--- src/rtl/lcd_bus_sequencer_pkg.sv ---
// Shared types, default 50 MHz timing and command helpers for the HD44780 bus sequencer.
package lcd_pkg;

    // Bus phases of one write transaction.
    typedef enum logic [2:0] {
        ST_IDLE      = 3'd0,
        ST_SETUP     = 3'd1,
        ST_E_HIGH    = 3'd2,
        ST_HOLD      = 3'd3,
        ST_EXEC_WAIT = 3'd4
    } lcd_state_e;

    // Default phase lengths in clk cycles at 50 MHz.
    localparam int DEF_SETUP_CYC  = 2;      // >= 40 ns address setup
    localparam int DEF_E_HIGH_CYC = 12;     // >= 230 ns enable pulse
    localparam int DEF_HOLD_CYC   = 1;      // address/data hold after E falls
    localparam int DEF_EXEC_CYC   = 2000;   // 40 us normal execution time
    localparam int DEF_CLEAR_CYC  = 80000;  // 1.6 ms for clear / return home

    localparam logic [7:0] CMD_CLEAR = 8'h01;
    localparam logic [7:0] CMD_HOME  = 8'h02;

    // Clear Display and Return Home (0x02/0x03, bit 0 is don't-care) need the long wait.
    function automatic logic is_long_cmd(input logic rs, input logic [7:0] data);
        return !rs && ((data == CMD_CLEAR) || (data[7:1] == 7'b0000001));
    endfunction

    // Largest of the phase lengths; sizes the shared phase counter.
    function automatic int max_cyc(input int a, input int b, input int c,
                                   input int d, input int e);
        int m;
        m = a;
        if (b > m) m = b;
        if (c > m) m = c;
        if (d > m) m = d;
        if (e > m) m = e;
        return m;
    endfunction

endpackage

--- src/rtl/lcd_cycle_timer.sv ---
// Loadable down-counter shared by every bus phase; stops at zero instead of wrapping.
module lcd_cycle_timer #(
    parameter int W = 17
) (
    input  logic         clk,
    input  logic         reset_i,
    input  logic         load_i,
    input  logic [W-1:0] load_val_i,
    output logic         zero_o
);

    logic [W-1:0] cnt_q;

    // Load has priority; otherwise count down and park at zero.
    always_ff @(posedge clk) begin
        if (reset_i) begin
            cnt_q <= '0;
        end else if (load_i) begin
            cnt_q <= load_val_i;
        end else if (cnt_q != '0) begin
            cnt_q <= cnt_q - 1'b1;
        end
    end

    assign zero_o = (cnt_q == '0);

endmodule

--- src/rtl/lcd_bus_sequencer.sv ---
// Sole owner of the HD44780 bus: arbitrates two byte-write requesters (0 has fixed
// priority) and sequences setup, E pulse, hold and controller execution wait.
module lcd_bus_sequencer
    import lcd_pkg::*;
#(
    parameter int SETUP_CYC  = DEF_SETUP_CYC,
    parameter int E_HIGH_CYC = DEF_E_HIGH_CYC,
    parameter int HOLD_CYC   = DEF_HOLD_CYC,
    parameter int EXEC_CYC   = DEF_EXEC_CYC,
    parameter int CLEAR_CYC  = DEF_CLEAR_CYC
) (
    input  logic       clk,
    input  logic       reset,
    input  logic       req0_valid,
    input  logic       req0_rs,
    input  logic [7:0] req0_data,
    output logic       req0_ready,
    input  logic       req1_valid,
    input  logic       req1_rs,
    input  logic [7:0] req1_data,
    output logic       req1_ready,
    output logic       lcd_rs,
    output logic       lcd_rw,
    output logic       lcd_e,
    output logic [7:0] lcd_data,
    output logic       busy,
    output logic       grant
);

    localparam int MAX_CYC = max_cyc(SETUP_CYC, E_HIGH_CYC, HOLD_CYC, EXEC_CYC, CLEAR_CYC);
    localparam int CNT_W   = (MAX_CYC > 1) ? $clog2(MAX_CYC) : 1;

    localparam logic [CNT_W-1:0] SETUP_LD = CNT_W'(SETUP_CYC - 1);
    localparam logic [CNT_W-1:0] E_LD     = CNT_W'(E_HIGH_CYC - 1);
    localparam logic [CNT_W-1:0] HOLD_LD  = CNT_W'(HOLD_CYC - 1);
    localparam logic [CNT_W-1:0] EXEC_LD  = CNT_W'(EXEC_CYC - 1);
    localparam logic [CNT_W-1:0] CLEAR_LD = CNT_W'(CLEAR_CYC - 1);

    lcd_state_e       state_q;
    logic             lcd_rs_q;
    logic [7:0]       lcd_data_q;
    logic             lcd_e_q;
    logic             busy_q;
    logic             grant_q;

    logic             timer_load;
    logic [CNT_W-1:0] timer_val;
    logic             timer_zero;
    logic             accept0;
    logic             accept1;

    // Ready is withheld while reset is asserted so no handshake completes then.
    assign req0_ready = (state_q == ST_IDLE) && !reset;
    assign req1_ready = (state_q == ST_IDLE) && !reset && !req0_valid;
    assign accept0    = req0_valid && req0_ready;
    assign accept1    = req1_valid && req1_ready;

    lcd_cycle_timer #(
        .W (CNT_W)
    ) u_timer (
        .clk        (clk),
        .reset_i    (reset),
        .load_i     (timer_load),
        .load_val_i (timer_val),
        .zero_o     (timer_zero)
    );

    // Counter reload at every phase boundary, choosing the next phase length.
    always_comb begin
        timer_load = 1'b0;
        timer_val  = '0;
        unique case (state_q)
            ST_IDLE: begin
                if (accept0 || accept1) begin
                    timer_load = 1'b1;
                    timer_val  = SETUP_LD;
                end
            end
            ST_SETUP: begin
                if (timer_zero) begin
                    timer_load = 1'b1;
                    timer_val  = E_LD;
                end
            end
            ST_E_HIGH: begin
                if (timer_zero) begin
                    timer_load = 1'b1;
                    timer_val  = HOLD_LD;
                end
            end
            ST_HOLD: begin
                if (timer_zero) begin
                    timer_load = 1'b1;
                    timer_val  = is_long_cmd(lcd_rs_q, lcd_data_q) ? CLEAR_LD : EXEC_LD;
                end
            end
            default: begin
            end
        endcase
    end

    // Phase sequencer with registered bus outputs; rs/data only change on accept.
    always_ff @(posedge clk) begin
        if (reset) begin
            state_q    <= ST_IDLE;
            lcd_rs_q   <= 1'b0;
            lcd_data_q <= 8'h00;
            lcd_e_q    <= 1'b0;
            busy_q     <= 1'b0;
            grant_q    <= 1'b0;
        end else begin
            unique case (state_q)
                ST_IDLE: begin
                    if (accept0) begin
                        lcd_rs_q   <= req0_rs;
                        lcd_data_q <= req0_data;
                        grant_q    <= 1'b0;
                        busy_q     <= 1'b1;
                        state_q    <= ST_SETUP;
                    end else if (accept1) begin
                        lcd_rs_q   <= req1_rs;
                        lcd_data_q <= req1_data;
                        grant_q    <= 1'b1;
                        busy_q     <= 1'b1;
                        state_q    <= ST_SETUP;
                    end
                end
                ST_SETUP: begin
                    if (timer_zero) begin
                        lcd_e_q <= 1'b1;
                        state_q <= ST_E_HIGH;
                    end
                end
                ST_E_HIGH: begin
                    if (timer_zero) begin
                        lcd_e_q <= 1'b0;
                        state_q <= ST_HOLD;
                    end
                end
                ST_HOLD: begin
                    if (timer_zero) begin
                        state_q <= ST_EXEC_WAIT;
                    end
                end
                ST_EXEC_WAIT: begin
                    if (timer_zero) begin
                        busy_q  <= 1'b0;
                        state_q <= ST_IDLE;
                    end
                end
                default: begin
                    lcd_e_q <= 1'b0;
                    busy_q  <= 1'b0;
                    state_q <= ST_IDLE;
                end
            endcase
        end
    end

    assign lcd_rs   = lcd_rs_q;
    assign lcd_rw   = 1'b0;
    assign lcd_e    = lcd_e_q;
    assign lcd_data = lcd_data_q;
    assign busy     = busy_q;
    assign grant    = grant_q;

endmodule

--- config.mk ---
export PLATFORM = sky130hd
export DESIGN_NAME = lcd_bus_sequencer
export DESIGN_NICKNAME = d
export VERILOG_FILES = /design/src/rtl/lcd_bus_sequencer_pkg.sv /design/src/rtl/lcd_cycle_timer.sv /design/src/rtl/lcd_bus_sequencer.sv
export SDC_FILE = /design/constraint.sdc
export NUM_CORES = 1
export LEC_CHECK = 0
export BUFFER_PORTS_ARGS = -buffer_cell sky130_fd_sc_hd__buf_4
export CORE_MARGIN = 5
export CORE_UTILIZATION = 49
export CTS_CLUSTER_DIAMETER = 200
export DETAILED_ROUTE_END_ITERATION = 8
export HOLD_SLACK_MARGIN = 0.06
export PLACE_DENSITY = 0.75
export SYNTH_ARGS = -nofsm -noshare
export SYNTH_HDL_FRONTEND = slang
export SYNTH_SLANG_ARGS = --single-unit
--- constraint.sdc ---
create_clock -name clk -period 1.6 [get_ports clk]
set_clock_uncertainty 0.05 [all_clocks]
set_input_delay 0.32 -clock clk [delete_from_list [all_inputs] [get_ports clk]]
set_output_delay 0.32 -clock clk [all_outputs]
set_load 0.005 [all_outputs]
After elaboration in Yosys (flattened, before gate mapping)

Index checks and enable logic that the tools add are counted.

Flip-flop bits (word level): 32
Bits of input ports: 22
Logic and storage cells: 70

Add/subtract/negate cells: 1
Eq/ne operators: 11
Muxes and demuxes: 28
Bitwise operators: 2
Reductions and logical operators: 21

Operator list:

| kind                  | count |
|---|---|
| $mux 17               | 4 |
| $pmux 17 s3           | 1 |
| $mux 3                | 6 |
| $logic_not 17->1      | 1 |
| $reduce_bool 17->1    | 1 |
| $sub 17x1->17 const B | 1 |
| $mux 8                | 2 |
| $pmux 3 s5            | 1 |
| $mux 1                | 10 |
| $eq 8x1->1 const B    | 1 |
| $ne 2x2->1 const B    | 4 |
| $eq 7x1->1 const B    | 1 |
| $eq 3x2->1 const B    | 2 |
| $pmux 1 s3            | 2 |
| $reduce_and 3->1      | 2 |
| $reduce_or 3->1       | 2 |
| $logic_and 1x1->1     | 5 |
| $reduce_and 5->1      | 1 |
| $mux 4                | 1 |
| $reduce_bool 2->1     | 2 |
| $eq 3x1->1 const B    | 1 |
| $eq 3x3->1 const B    | 1 |
| $logic_not 1->1       | 3 |
| $logic_not 3->1       | 1 |
| other kinds (5)       | 7 |

Depth between registers and ports, before layout

Depth after elaboration: 8
Mapped depth: 9
Gate-level depth less buffers: 7

Cells and area by module

From an unflattened synthesis, not the netlist that was laid out.

Cell total of the unflattened synthesis: 212
Area, all modules: 1,780.5 um^2

Modules (own cells, without submodules):

| module            | instances | cells an instance | area an instance (um^2) | sequential area each (um^2) |
|---|---|---|---|---|
| lcd_cycle_timer   | 1         | 112               | 930.9                   | 340.3 |
| lcd_bus_sequencer | 1         | 100               | 849.6                   | 300.3 |

Worst setup path after synthesis

OpenSTA, ideal clock, no wires.

Path kind: register to register
From: register u_timer.cnt_q[1]
To: register u_timer.cnt_q[14]
Library setup time: 0.131 ns
Arrival: 1.572 ns
Data required time: 1.419 ns
Path slack: -0.153 ns
Stages on the path, launching flop included: 9
Path through: dfxtp_1 inv_1 ha_1 nor4b_2 and4_1 buf_4 nor4b_4 xnor2_1 nor3b_2

Longest elaborated chain between the ends: 4
Elaborated cells between the ends (all ways): 10
Those cells by class: add/sub: 1; mux: 6; reduce/logical: 3

RTL lines:

| element                                                               | RTL line              | text |
|---|---|---|
| start: declaration                                                    | lcd_cycle_timer.sv:12 | `logic [W-1:0] cnt_q;` |
| start signal: assignment                                              | lcd_cycle_timer.sv:19 | `cnt_q <= load_val_i;` |
| start signal: assignment                                              | lcd_cycle_timer.sv:21 | `cnt_q <= cnt_q - 1'b1;` |
| parallel branches: the longest is 4 deep, another holds $sub 17x1->17 | -                     |  |

Parallel ways; which one is timed is not known. The select of a mux whose other input is x is not followed.
A chain may end at the register's enable or synchronous reset.

Final worst setup path

From: register u_timer.cnt_q[1]
To: register u_timer.cnt_q[9]

Same word-level chain as after synthesis.

==> metrics.txt <==
PwrDens=roughly 1800 nW/um^2; M3 GR Usage=0.05891; number of global-route vias before repair=1855; Yosys top cell area share=0.3434; unrepaired setup endpoints after global routing=true; gr usage total=0.2013; setup violators final=25; nets=~310; R2R Setup Slk=-0.20 ns; antenna cells=0; Cells after Synth=approximately 220; root buffer cell=clkbuf_8; number of I/O pins=37; final worst slack=-0.1973 ns; status=finished, violations left; routed vias=1880; Fin. Hold Viols=0; CP peak stage delay=between 0.5 and 0.6 ns; Lkg Pwr=roughly 1.2 nW; Post-Syn Area=around 1900 sq um; final worst path period share=1.123; Total Wirelength=roughly 5300 microns; drt wl/cell=about 16 microns; failing checks=negative setup slack; Crit Path Category=register to register; Post-synth EDFFs=0; GRT Max-Usage Layer=met2; vias per inst=around 5.5; initial core utilization=0.5058; Rows=22; Worst Path Buf+Inv=1; asr flop ratio synth=0; Peak Freq=approximately 560 MHz; area delta synth->final=49.36%; Synth area leader=dfxtp_1; DRC=0; most frequent cell after synthesis=dfxtp_1; post-synth net total=around 240; initial DRC count=68; Core Box Area=~3700 sq um; CTS tree=done; Die X-Extent=71.70 microns; met2 Use GR=0.3480; Clk pin slew, worst setup/hold paths=roughly 0.080 ns; crit-path leading delay family=simple AND/OR/NAND/NOR gates; initial antenna violation count=0; syn avg cell area=about 8.7 sq um; Worst Setup Start Kind=register; Yosys reg bits=32; largest net degree at the start of global routing=20; CP max FO=4; cts bufs inserted=5; max cap viols=0; first-pass GRT wire length=a little over 8000 microns; Synth top cells by count=dfxtp_1, nand2_1, a21oi_1, nor2_1, nand3_1; Slowest-stage cell, CP=or4_4; endpoint class of the critical path=register; WHS=around 0.24 ns; VDD IR max=1.185 mV; Routed Antenna Nets=0; post-synthesis sequential area ratio=0.3434; met1 Use GR=0.2321; Die Y=71.70 microns; Num Clock Sinks=32; Max Root-Sink Buffers=2; post-synthesis cell type count=52; drt first pass iters=5; final max-slew violation count=0; die area=5141 sq um; Detail Placement HPWL=3433 microns; I/O Buffers=35; H-tree depth=2; Final Critical Period=about 1.8 ns; RePlAce Congestion=roughly 0.85; YS warnings=0; Clk Latency, worst-skew pair=0.30 ns; Area contributors post-synth=dfxtp_1, nand2_1, a21oi_1; Top FF cell, synth=dfxtp_1; end-of-flow core utilization=0.7554; worst-path cell chain=buf_4 > or4_4 > nor3b_4 > xor2_1 > nand2_1 > a21oi_1; critical path arrival=1.97 ns; fraction of layout instances using a drive strength above 1=0.4948; grt ovf=0; Hold WC Path Type=input port to register; Critical Path RT=about 1.8 ns
## through the flow
stage	total power [W]	TNS, ns	worst slack (ns)	std cells	cell area (sq um)
6_report	0.004990	-3.247	-0.1973	339	2786
5_1_grt	0.005292	-5.391	-0.2628	339	2786
4_1_cts	0.004647	-2.220	-0.1333	336	2641
3_5_place_dp	0.003797	-1.866	-0.1325	324	2460
3_3_place_gp	0.003747	-1.178	-0.09552	324	2460
2_1_floorplan	0.002895	-0.7016	-0.07001	215	1903
## path summary, 6_finish.rpt
path,startpoint,end,cells after the start
max,u_timer.cnt_q[1]$_SDFFE_PP0P_,u_timer.cnt_q[9]$_SDFFE_PP0P_,6
min reg2reg,lcd_e$_SDFFE_PP0P_,lcd_e$_SDFFE_PP0P_,2
max reg2reg,u_timer.cnt_q[1]$_SDFFE_PP0P_,u_timer.cnt_q[9]$_SDFFE_PP0P_,6
min,req1_data[2],lcd_data[2]$_SDFFE_PP0P_,3
## final cells by class
class                           count  area, sq um
Clock buffer                        5        68.82
Clock inverter                      3        23.77
Sequential cell                    32        653.1
Tap cell                           48        60.06
Multi-Input combinational cell    162         1265
Inverter                            4        17.52
Timing Repair Buffer               85        698.2
Fill cell                         262        902.1
## cells by family (layout without fill, tap and decap cells)
logic type | Yosys count | after routing | synth area share
multiplexers | 1 | 1 | 0.005366
AND/OR/NAND/NOR | 100 | 100 | 0.3340
adder cells (fa/ha/maj) | 2 | 2 | 0.01341
flip-flops | 32 | 32 | 0.3434
buffers and inverters | 21 | 97 | 0.06974
XOR/XNOR | 14 | 14 | 0.06573
other | 1 | 1 | 0.002010
AO/OA/AOI/OAI | 44 | 44 | 0.1663
## tightest hold or removal path: stages
cell,delay [ns]
buf_4,0.11
nand2_1,0.04
a311oi_1,0.08
## cell usage in the layout, fill, tap and decap left out, drive strengths merged, types with 2 or more instances in the layout
| cell | n |
|---|---|
| buf | 85 |
| dfxtp | 32 |
| nand2 | 27 |
| a21oi | 20 |
| nor2 | 19 |
| nand3 | 17 |
| a311oi | 9 |
| xnor2 | 8 |
| nor4 | 7 |
| xor2 | 6 |
| nor3 | 6 |
| clkbuf | 5 |
| nor4b | 5 |
| inv | 4 |
| nor3b | 4 |
| o21ai | 3 |
| a211oi | 3 |
| nand4 | 3 |
| or4 | 2 |
| clkinvlp | 2 |
| and4 | 2 |
| o21bai | 2 |
| and2 | 2 |
| ha | 2 |
## state kept, by name (all words and copies together), names as in the netlist
register,count
u_timer.cnt_q,17
grant,1
lcd_rs,1
lcd_data,8
busy,1
lcd_e,1
state_q,3
## per-layer routing
layer  routed length [microns]  part of all wire
met3                       270             0.051
met4                        89             0.017
met2                      2713              0.51
met5                         0                 0
met1                      2211              0.42
## what timing repair did
action	CTS	global route
pin swaps	8	19
endpoints found under the setup margin	27	33
hold buffers	0	0
buffers inserted	4	3
resized for setup	17	27
hold endpoints to repair	0	0
## report_power, final
part / internal (W) / switching (W)
logic: 0.00166 / 0.00145
clock network: 0.000308 / 0.000345
registers: 0.00101 / 0.000216
Note: power is estimated with default switching activity, not from simulation.
